`config.mk`:
```
export PLATFORM = sky130hd
export DESIGN_NAME = hamming15_inject_sched
export DESIGN_NICKNAME = d
export VERILOG_FILES = /design/src/rtl/hamming15_pkg.sv /design/src/rtl/hamming15_enc.sv /design/src/rtl/hamming15_inject_sched.sv
export SDC_FILE = /design/constraint.sdc
export NUM_CORES = 1
export LEC_CHECK = 0
export BUFFER_PORTS_ARGS = -buffer_cell sky130_fd_sc_hd__clkbuf_2
export CORE_ASPECT_RATIO = 2
export CORE_MARGIN = 3
export CORE_UTILIZATION = 55
export CTS_BUF_LIST = sky130_fd_sc_hd__clkbuf_8
export DETAILED_ROUTE_END_ITERATION = 16
export PLACE_DENSITY = 0.83
export SLEW_MARGIN = 25
export SYNTH_ARGS = -nofsm -noshare
export SYNTH_HDL_FRONTEND = slang
export SYNTH_HIERARCHICAL = 1
export SYNTH_SLANG_ARGS = --single-unit
```
`constraint.sdc`:
```
create_clock -name clock -period 2.5 [get_ports clock]
set_input_delay 0.75 -clock clock [delete_from_list [all_inputs] [get_ports clock]]
set_output_delay 0.75 -clock clock [all_outputs]
set_load 0.01 [all_outputs]
```
`src/rtl/hamming15_pkg.sv`:
```
// -----------------------------------------------------------------------------
// hamming15_pkg
//   Shared types and constants for the Hamming(15,11) error-injection scheduler.
//   - mode_e   : injection mode as programmed through cfg_mode
//   - state_e  : scheduler FSM states
//   - position constants (POS_NONE / POS_MAX, parity positions 1,2,4,8)
//   - parity coverage masks over the 15-bit codeword (bit i = position i+1)
//   - small helpers for flip-mask generation and 1..15 wrap-around
// -----------------------------------------------------------------------------
package hamming15_pkg;

    typedef enum logic [1:0] {
        MODE_OFF   = 2'b00,
        MODE_FIXED = 2'b01,
        MODE_SWEEP = 2'b10,
        MODE_RSVD  = 2'b11
    } mode_e;

    typedef enum logic [1:0] {
        ST_IDLE  = 2'd0,
        ST_RUN   = 2'd1,
        ST_DRAIN = 2'd2
    } state_e;

    localparam logic [3:0] POS_NONE = 4'd0;
    localparam logic [3:0] POS_MIN  = 4'd1;
    localparam logic [3:0] POS_MAX  = 4'd15;

    // Parity bits sit at the power-of-two positions.
    localparam logic [3:0] PAR_POS_1 = 4'd1;
    localparam logic [3:0] PAR_POS_2 = 4'd2;
    localparam logic [3:0] PAR_POS_4 = 4'd4;
    localparam logic [3:0] PAR_POS_8 = 4'd8;

    // Positions whose index has bit j set (bit i of a mask = position i+1).
    // Parity bits are zero when these masks are applied, so including their
    // own position in the mask is harmless.
    localparam logic [14:0] PAR_MASK_1 = 15'h5555;
    localparam logic [14:0] PAR_MASK_2 = 15'h6666;
    localparam logic [14:0] PAR_MASK_4 = 15'h7878;
    localparam logic [14:0] PAR_MASK_8 = 15'h7F80;

    // One-hot flip mask for a position 1..15; position 0 flips nothing.
    function automatic logic [14:0] pos_mask(input logic [3:0] p);
        logic [14:0] m;
        if (p == POS_NONE) begin
            m = '0;
        end else begin
            m = 15'd1 << (p - 4'd1);
        end
        return m;
    endfunction

    // Advance a position through 1..15 and wrap back to 1 (never 0).
    function automatic logic [3:0] wrap_inc(input logic [3:0] p);
        logic [3:0] n;
        if (p == POS_MAX) begin
            n = POS_MIN;
        end else begin
            n = p + 4'd1;
        end
        return n;
    endfunction

endpackage

```
`src/rtl/hamming15_enc.sv`:
```
// -----------------------------------------------------------------------------
// hamming15_enc
//   Combinational Hamming(15,11) encoder with error injection.
//   Data bits 1..11 go to positions 3,5,6,7,9,10,11,12,13,14,15; even parity
//   at positions 1,2,4,8. The codeword bit at i_pos (1..15) is then inverted;
//   i_pos = 0 leaves the codeword clean.
//
//   Build option: HAMMING15_DOUBLE_ERR_EN
//     defined   -> for i_pos = p != 0, position (p mod 15)+1 is flipped as well
//     undefined -> single flip only
//
// Ports
//   i_data [10:0]  data word, bit k = data input k+1
//   i_pos  [3:0]   position to flip, 0 = none
//   o_code [14:0]  codeword, bit i = position i+1
// -----------------------------------------------------------------------------
module hamming15_enc
    import hamming15_pkg::*;
(
    input  logic [10:0] i_data,
    input  logic [3:0]  i_pos,
    output logic [14:0] o_code
);

    logic [14:0] w_data_pos;
    logic [14:0] w_clean;
    logic [14:0] w_flip;

    // Scatter data into the non-power-of-two positions, parity slots zero.
    assign w_data_pos = {i_data[10:4], 1'b0, i_data[3:1], 1'b0, i_data[0], 2'b00};

    always_comb begin
        w_clean                  = w_data_pos;
        w_clean[PAR_POS_1 - 4'd1] = ^(w_data_pos & PAR_MASK_1);
        w_clean[PAR_POS_2 - 4'd1] = ^(w_data_pos & PAR_MASK_2);
        w_clean[PAR_POS_4 - 4'd1] = ^(w_data_pos & PAR_MASK_4);
        w_clean[PAR_POS_8 - 4'd1] = ^(w_data_pos & PAR_MASK_8);
    end

`ifdef HAMMING15_DOUBLE_ERR_EN
    // Second flip sits one position above the first, wrapping 15 -> 1.
    always_comb begin
        w_flip = pos_mask(i_pos);
        if (i_pos != POS_NONE) begin
            w_flip = w_flip | pos_mask(wrap_inc(i_pos));
        end
    end
`else
    assign w_flip = pos_mask(i_pos);
`endif

    assign o_code = w_clean ^ w_flip;

endmodule

```
`src/rtl/hamming15_inject_sched.sv`:
```
// -----------------------------------------------------------------------------
// hamming15_inject_sched
//   Scheduler around the Hamming(15,11) encoder for the ECC test harness.
//   Accepts 11-bit words over valid/ready, picks a flip position per word
//   (off / fixed / sweep 1..15), and presents the corrupted codeword through a
//   registered valid/ready output stage (1-cycle latency, full throughput).
//   Also keeps saturating counts of accepted words and injected words.
//
//   Build option: HAMMING15_DOUBLE_ERR_EN (double-bit injection, see
//   hamming15_enc); out_pos and err_cnt are unaffected by it.
//
// Parameters
//   CNT_W        width of word_cnt / err_cnt
// Ports
//   clock        clock, all state on posedge
//   reset        synchronous active-high reset
//   start        pulse: latch cfg_*, IDLE -> RUN
//   stop         pulse: RUN -> DRAIN
//   cfg_mode[1:0] 00 off, 01 fixed, 10 sweep, 11 reserved (= off)
//   cfg_pos[3:0] fixed flip position, 0 = none
//   in_valid / in_ready / in_data[10:0]    input word handshake
//   out_valid / out_ready / out_code[14:0] / out_pos[3:0]  codeword handshake
//   busy         state != IDLE
//   word_cnt     accepted words (saturating)
//   err_cnt      accepted words with a nonzero flip position (saturating)
// -----------------------------------------------------------------------------
module hamming15_inject_sched
    import hamming15_pkg::*;
#(
    parameter int CNT_W = 16
) (
    input  logic             clock,
    input  logic             reset,
    input  logic             start,
    input  logic             stop,
    input  logic [1:0]       cfg_mode,
    input  logic [3:0]       cfg_pos,
    input  logic             in_valid,
    output logic             in_ready,
    input  logic [10:0]      in_data,
    output logic             out_valid,
    input  logic             out_ready,
    output logic [14:0]      out_code,
    output logic [3:0]       out_pos,
    output logic             busy,
    output logic [CNT_W-1:0] word_cnt,
    output logic [CNT_W-1:0] err_cnt
);

    state_e             r_state;
    mode_e              r_mode_q;
    logic [3:0]         r_pos_q;
    logic [3:0]         r_sweep_pos;
    logic               r_out_valid;
    logic [14:0]        r_out_code;
    logic [3:0]         r_out_pos;
    logic [CNT_W-1:0]   r_word_cnt;
    logic [CNT_W-1:0]   r_err_cnt;

    logic               w_in_ready;
    logic               w_accept;
    logic               w_take;
    logic [3:0]         w_sel_pos;
    logic [14:0]        w_enc_code;

    // Counters stick at all-ones instead of wrapping.
    function automatic logic [CNT_W-1:0] sat_inc(input logic [CNT_W-1:0] v);
        logic [CNT_W-1:0] n;
        if (&v) begin
            n = v;
        end else begin
            n = v + CNT_W'(1);
        end
        return n;
    endfunction

    // The output slot can take a new word when empty or being emptied now.
    assign w_in_ready = (r_state == ST_RUN) && (!r_out_valid || out_ready);
    assign w_accept   = in_valid && w_in_ready;
    assign w_take     = r_out_valid && out_ready;

    always_comb begin
        case (r_mode_q)
            MODE_FIXED: w_sel_pos = r_pos_q;
            MODE_SWEEP: w_sel_pos = r_sweep_pos;
            default:    w_sel_pos = POS_NONE;
        endcase
    end

    hamming15_enc u_enc (
        .i_data (in_data),
        .i_pos  (w_sel_pos),
        .o_code (w_enc_code)
    );

    // FSM and configuration latch. Configuration is captured only on the
    // IDLE start, so cfg_* may change freely while a run is in progress.
    always_ff @(posedge clock) begin
        if (reset) begin
            r_state     <= ST_IDLE;
            r_mode_q    <= MODE_OFF;
            r_pos_q     <= POS_NONE;
            r_sweep_pos <= POS_MIN;
        end else begin
            case (r_state)
                ST_IDLE: begin
                    if (start) begin
                        r_state     <= ST_RUN;
                        r_mode_q    <= mode_e'(cfg_mode);
                        r_pos_q     <= cfg_pos;
                        r_sweep_pos <= POS_MIN;
                    end
                end
                ST_RUN: begin
                    if (stop) begin
                        r_state <= ST_DRAIN;
                    end
                end
                ST_DRAIN: begin
                    // Leave once the output slot is empty or emptied this cycle.
                    if (!r_out_valid || out_ready) begin
                        r_state <= ST_IDLE;
                    end
                end
                default: r_state <= ST_IDLE;
            endcase

            // Accepts only happen in RUN, so this never races the IDLE reload.
            if (w_accept && (r_mode_q == MODE_SWEEP)) begin
                r_sweep_pos <= wrap_inc(r_sweep_pos);
            end
        end
    end

    // Output register stage: load on accept, hold under backpressure.
    always_ff @(posedge clock) begin
        if (reset) begin
            r_out_valid <= 1'b0;
            r_out_code  <= '0;
            r_out_pos   <= POS_NONE;
        end else if (w_accept) begin
            r_out_valid <= 1'b1;
            r_out_code  <= w_enc_code;
            r_out_pos   <= w_sel_pos;
        end else if (w_take) begin
            r_out_valid <= 1'b0;
        end
    end

    // Statistics, counted at accept time.
    always_ff @(posedge clock) begin
        if (reset) begin
            r_word_cnt <= '0;
            r_err_cnt  <= '0;
        end else if (w_accept) begin
            r_word_cnt <= sat_inc(r_word_cnt);
            if (w_sel_pos != POS_NONE) begin
                r_err_cnt <= sat_inc(r_err_cnt);
            end
        end
    end

    assign in_ready  = w_in_ready;
    assign out_valid = r_out_valid;
    assign out_code  = r_out_code;
    assign out_pos   = r_out_pos;
    assign busy      = (r_state != ST_IDLE);
    assign word_cnt  = r_word_cnt;
    assign err_cnt   = r_err_cnt;

endmodule
```
==> results of run 1 <==
[stage by stage]
step	cell area, um2	hold WS [ns]	setup slack [ns]
finish	4159	0.4567	0.1643
global route	4159	0.4812	0.05230
CTS	4159	0.4617	0.1678
detailed placement	3993	0.4525	0.09880
global placement	3993	0.4443	0.1573
floorplan	3503	0.4497	0.3713
[cell type report]
class / count / area [um2]
sequential: 64 / 1281
multi-input combinational: 329 / 2079
tap: 84 / 105.1
clock inverter: 4 / 15.01
inverter: 11 / 41.29
timing repair buffer: 90 / 485.5
fill: 539 / 1947
clock buffer: 11 / 151.4
[critical path, cell delays in order (launching register included)]
cell and delay [ns]:
dfxtp_1 0.32, inv_1 0.06, ha_1 0.31, o41ai_1 0.17
a2111o_1 0.53, buf_4 0.22, or4_1 0.51, a21oi_1 0.15
[final timing paths]
check	end	cells past startpoint
setup / recovery	err_cnt[6]	7
hold / removal	out_code[6]	2
setup reg to reg	err_cnt[6]	7
hold reg to reg	out_code[6]	2
[layer usage]
layer  track usage [%]  share of wire, %
met1             23.25                36
met2             46.69                57
met3             5.377               4.4
met4             10.93               2.7
met5                 0                 0
[cells in the final DEF (no fill, tap or decap), drive strengths merged, types with 3 or more instances in the layout]
master  count
a22oi       4
o21ai       4
nand3      19
inv        15
buf        14
and4        8
nor4        7
nand2      64
clkbuf     87
nand2b      8
xnor2      12
nor3       10
xnor3       3
nor2       28
ha          5
o31ai      15
nor2b      13
nand4       8
or4        13
xor2       13
mux2       12
dfxtp      64
a21oi      46
a211oi      3
and3        6
[power groups by stage]
stage	Combinational [uW]	Clock (uW)	Sequential (uW)
global route	275	821	1060
CTS	252	782	1060
detailed placement	251	0	1080
floorplan	163	0	1080
finish	251	761	1060
global placement	243	0	1080
[logic make-up (layout without fill, tap and decap cells)]
logic type	after synthesis	in the layout	synth area share, %
compound gates	85	85	15.07
xor+xnor	29	29	9.071
fa+ha+maj	5	5	1.786
buf+inv	35	116	4.072
flops	64	64	36.57
mux	14	14	4.429
simple gates	196	196	29.00
[sequential cells by signal (all words and copies together), names as in the netlist]
register	count
out_valid	1
r_mode_q	2
out_pos	4
err_cnt	16
word_cnt	16
r_state	2
r_pos_q	4
r_sweep_pos	4
out_code	15
==> run metrics, run 1 <==
endpoints failing hold 0; worst hold path type flip-flop to flip-flop; Clock Skews 0.005556 ns; ys async rst share 0%; initial antenna violation count 0; Final Cycle Share 93.43%; hold_buf cts 0; overall power 2070 uW; count of pins over their slew limit 0; Die Area 7422 um2; Die W about 62 um; first-pass GRT wire length 14.40 mm; final core utilization 68.11%; RSZ-0062 raised after global routing no; arrival time at the worst endpoint 2.61 ns; number of synthesized flops with an enable pin 0; vias in the first global route 3264; Final nets 533; Root Buffer clkbuf_8; CTS-repair resized insts 0; Iteration-0 DRC Markers 292; fin crit period 2.336 ns; CTS tree yes; Flop pwr share 51.1%; syn_nets roughly 460; Synth cell types 47; commonest register cell after synthesis dfxtp_1; Worst-path clk slew approximately 0.060 ns; Inst Count DP slightly below 600; Switching Share between 20% and 30%; top post-synthesis cells by area dfxtp_1, nand2_1, a21oi_1; Yosys reg bits 64; share of post-route cells with drive strength above 1 22.40%; WL/cell approximately 15 um; Post-route DRC 0; core area 6106 um2; largest area contributor in the netlist dfxtp_1; Mean Syn Cell Area 8.185 um2; Overflow after GRT 0; RR Startpoint r_mode_q[0]; Setup Crit Path Kind flip-flop to flip-flop; Int Pwr 1553 uW; DPL Wire Length about 6.6 mm; Via density 5.749; gp weighted congestion about 0.93; worst slew pin tran 0.6749 ns; H-tree depth 3; max_slew headroom 55.00%; # clock sinks 64; CP Launch Type flip-flop; total track usage between 20 and 25%; total of max-cap violations 0; status finished clean; Yosys top cell area share 36.57%; worst skew pair latency 0.34 ns; DRT Pass-1 Iters 4; Gate power share between 10 and 15%; total CTS buffers 9; clock buffer depth 2; Crit. Startpoint r_mode_q[0]; Layout area overhead 18.71%; Via Count 3409; die extent in y 118.9 um; Rows 40; Commonest cells post-synth dfxtp_1, nand2_1, a21oi_1; setup bufs post-CTS 0; Cell Count, Final, Fillers Out 593; ANT cells 0; Synth Cell Area 3503 um2; yosys warns 6; Cell Pwr Density 497.6 nW/um2; # port buffers 76; pin count of the biggest net entering global routing 35; fmax 0.4281 GHz; final setup vio count 0; Ports 77; Peak supply drop 0.0003582 V; leakage power 0.001655 uW; reg-to-reg slack, setup 0.16 ns; Worst Setup End Kind flip-flop; Post-Syn Instances 428; antenna-violating nets left 0; starting density of the core around 57%; CP Max Fanout 14; Clk pwr share 36.8%; hold_sp out_code[6]; overall routed net length 8.724 mm; CP Data Required Time 2.78 ns; sum of negative setup slack 0 ns; register area share after synthesis 36.57%; P_sw 516.3 uW
Power figures use the tool's default switching activity.
==> run 2, diff against run 1 <==
--- a/config.mk
+++ b/config.mk
@@ -6,12 +6,14 @@
 export NUM_CORES = 1
 export LEC_CHECK = 0
 export BUFFER_PORTS_ARGS = -buffer_cell sky130_fd_sc_hd__clkbuf_2
+export CELL_PAD_IN_SITES_DETAIL_PLACEMENT = 1
+export CELL_PAD_IN_SITES_GLOBAL_PLACEMENT = 2
 export CORE_ASPECT_RATIO = 2
 export CORE_MARGIN = 3
-export CORE_UTILIZATION = 55
+export CORE_UTILIZATION = 33
 export CTS_BUF_LIST = sky130_fd_sc_hd__clkbuf_8
 export DETAILED_ROUTE_END_ITERATION = 16
-export PLACE_DENSITY = 0.83
+export PLACE_DENSITY = 0.85
 export SLEW_MARGIN = 25
 export SYNTH_ARGS = -nofsm -noshare
 export SYNTH_HDL_FRONTEND = slang
==> run metrics, run 2 (same netlist as run 1, synthesis figures left out) <==
Final nets 532 (was 533); fillers 1312 (was 539); CTS tree yes (unchanged); Seq. cell area 1281 um2 (unchanged); Iteration-0 DRC Markers 155 (was 292); Via Count 3455 (was 3409); clock buffer depth 2 (unchanged); Worst-path clk slew 0.08 ns (was 0.06 ns); ANT cells 0 (unchanged); multi-input logic area 2086 um2 (was 2079 um2); DRT Pass-1 Iters 4 (unchanged); Via density 5.365 (was 5.749); Most Crowded Layer GR met2 (unchanged); worst slew pin tran 0.5546 ns (was 0.6749 ns); # port buffers 76 (unchanged); vias in the first global route 3600 (was 3264); pin count of the biggest net entering global routing 30 (was 35); Root Buffer clkbuf_8 (unchanged); endpoints failing hold 0 (unchanged); fmax 0.4345 GHz (was 0.4281 GHz); H-tree depth 3 (unchanged); share of post-route cells with drive strength above 1 22.99% (was 22.40%); Critical Path Max Stage Delay 0.54 ns (was 0.53 ns); Post-route DRC 0 (unchanged); RSZ-0062 raised after global routing no (unchanged); final setup vio count 0 (unchanged); starting density of the core 34.30% (was 57.38%); initial antenna violation count 0 (unchanged); Ports 77 (unchanged); gp weighted congestion 0.8146 (was 0.9313); worst-path cell chain inv_1 > ha_1 > nand2b_1 > a2111o_1 > buf_4 > or4_1 > a21oi_1 (was inv_1 > ha_1 > o41ai_1 > a2111o_1 > buf_4 > or4_1 > a21oi_1); Worst Setup End Kind flip-flop (unchanged); Rows 52 (was 40); Die W 78.86 um (was 62.44 um); max_slew headroom 62.89% (was 55.00%); Peak supply drop 0.0002423 V (was 0.0003582 V); worst skew pair latency 0.35 ns (was 0.34 ns); leakage power 0.001662 uW (was 0.001655 uW); total of max-cap violations 0 (unchanged); fin crit period 2.302 ns (was 2.336 ns); DPL Wire Length 7.847 mm (was 6.615 mm); Final Cycle Share 92.06% (was 93.43%); met1 Usage GRT 18.18% (was 23.25%); sum of negative setup slack 0 ns (unchanged); first-pass GRT wire length 17.24 mm (was 14.40 mm); # clock sinks 64 (unchanged); Inst Count DP 628 (was 578); Slowest cell on crit path or4_1 (was a2111o_1); core area 10210 um2 (was 6106 um2); overall routed net length 10.37 mm (was 8.724 mm); Cell Pwr Density 521.9 nW/um2 (was 497.6 nW/um2); total track usage 18.29% (was 24.04%); count of pins over their slew limit 0 (unchanged); arrival time at the worst endpoint 2.59 ns (was 2.61 ns); Die Area 11960 um2 (was 7422 um2); WL/cell 16.10 um (was 14.71 um); CP Data Required Time 2.79 ns (was 2.78 ns); met3 Resource Use GR 3.728% (was 5.377%); Layout area overhead 21.43% (was 18.71%); commonest cells after routing, fill and taps aside clkbuf_2, nand2_1, dfxtp_1 (unchanged); status finished clean (unchanged); worst hold path type flip-flop to flip-flop (unchanged); antenna-violating nets left 0 (unchanged); Setup Crit Path Kind flip-flop to flip-flop (unchanged); die extent in y 151.7 um (was 118.9 um); CP Launch Type flip-flop (unchanged); met2 Use GR 34.50% (was 46.69%); Cell Count, Final, Fillers Out 644 (was 593); Overflow after GRT 0 (unchanged); CP Max Fanout 29 (was 14); commonest non-fill, non-tap cell in the layout clkbuf_2 (unchanged); Clock Skews 0.01242 ns (was 0.005556 ns); total CTS buffers 9 (unchanged)
==> run 2: layout make-up <==
class | count | share of cell area [%]
Multi-Input combinational cell | 329 | 49.03
Sequential cell | 64 | 30.12
Timing Repair Buffer | 89 | 11.24
Tap cell | 135 | 3.971
Clock buffer | 11 | 3.559
Clock inverter | 5 | 1.118
Inverter | 11 | 0.9706
==> run 2: per-layer routing <==
metal | vias to the layer above | share of wire [%]
met2 | 69 | 57
met5 | - | 0
li1 | 1691 | -
met3 | 23 | 3.4
met4 | 0 | 3.0
met1 | 1672 | 37
==> run 2: repair_timing <==
item                                    in CTS  in global routing
endpoints found under the setup margin       0                  1
buffers inserted                             0                  0
gates resized for setup                      0                  1
hold buffers                                 0                  0
==> run 2: path summary, 6_finish.rpt <==
check	start	to	slack, ns	cells past startpoint
max reg2reg	r_mode_q[0]	err_cnt[5]	0.20	7
min reg2reg	out_code[4]	out_code[4]	0.46	2
min	out_code[4]	out_code[4]	0.46	2
max	r_mode_q[0]	err_cnt[5]	0.20	7
==> run 2: power breakdown <==
group	total (uW)	leakage [uW]	switching (uW)	internal [uW]
logic	257	0.00103	140	118
registers	1060	0.000518	16.4	1040
clock network	906	0.000112	402	505
total	2220	0.00166	558	1660
==> run 2: critical path: cells and delay by family, from the launching register on <==
kind / cells / cell delay [ns]
AND/OR/NAND/NOR: 2 / 0.72
AO/OA/AOI/OAI: 2 / 0.53
adder cells (fa/ha/maj): 1 / 0.37
flip-flops: 1 / 0.35
buffers and inverters: 2 / 0.27
==> run 2: stage by stage <==
| step | utilization, % | instance area (um2) | hold WS [ns] | setup slack [ns] | power, uW |
|---|---|---|---|---|---|
| 3_5_place_dp | 39.64 | 4049 | 0.4514 | 0.1589 | 1341 |
| 3_3_place_gp | 39.64 | 4049 | 0.4439 | 0.1714 | 1333 |
| 5_1_grt | 41.65 | 4254 | 0.4830 | 0.03408 | 2334 |
| 4_1_cts | 41.59 | 4248 | 0.4608 | 0.1793 | 2255 |
| 2_1_floorplan | - | 3503 | 0.4497 | 0.3713 | 1245 |
| 6_report | 41.65 | 4254 | 0.4586 | 0.1984 | 2220 |
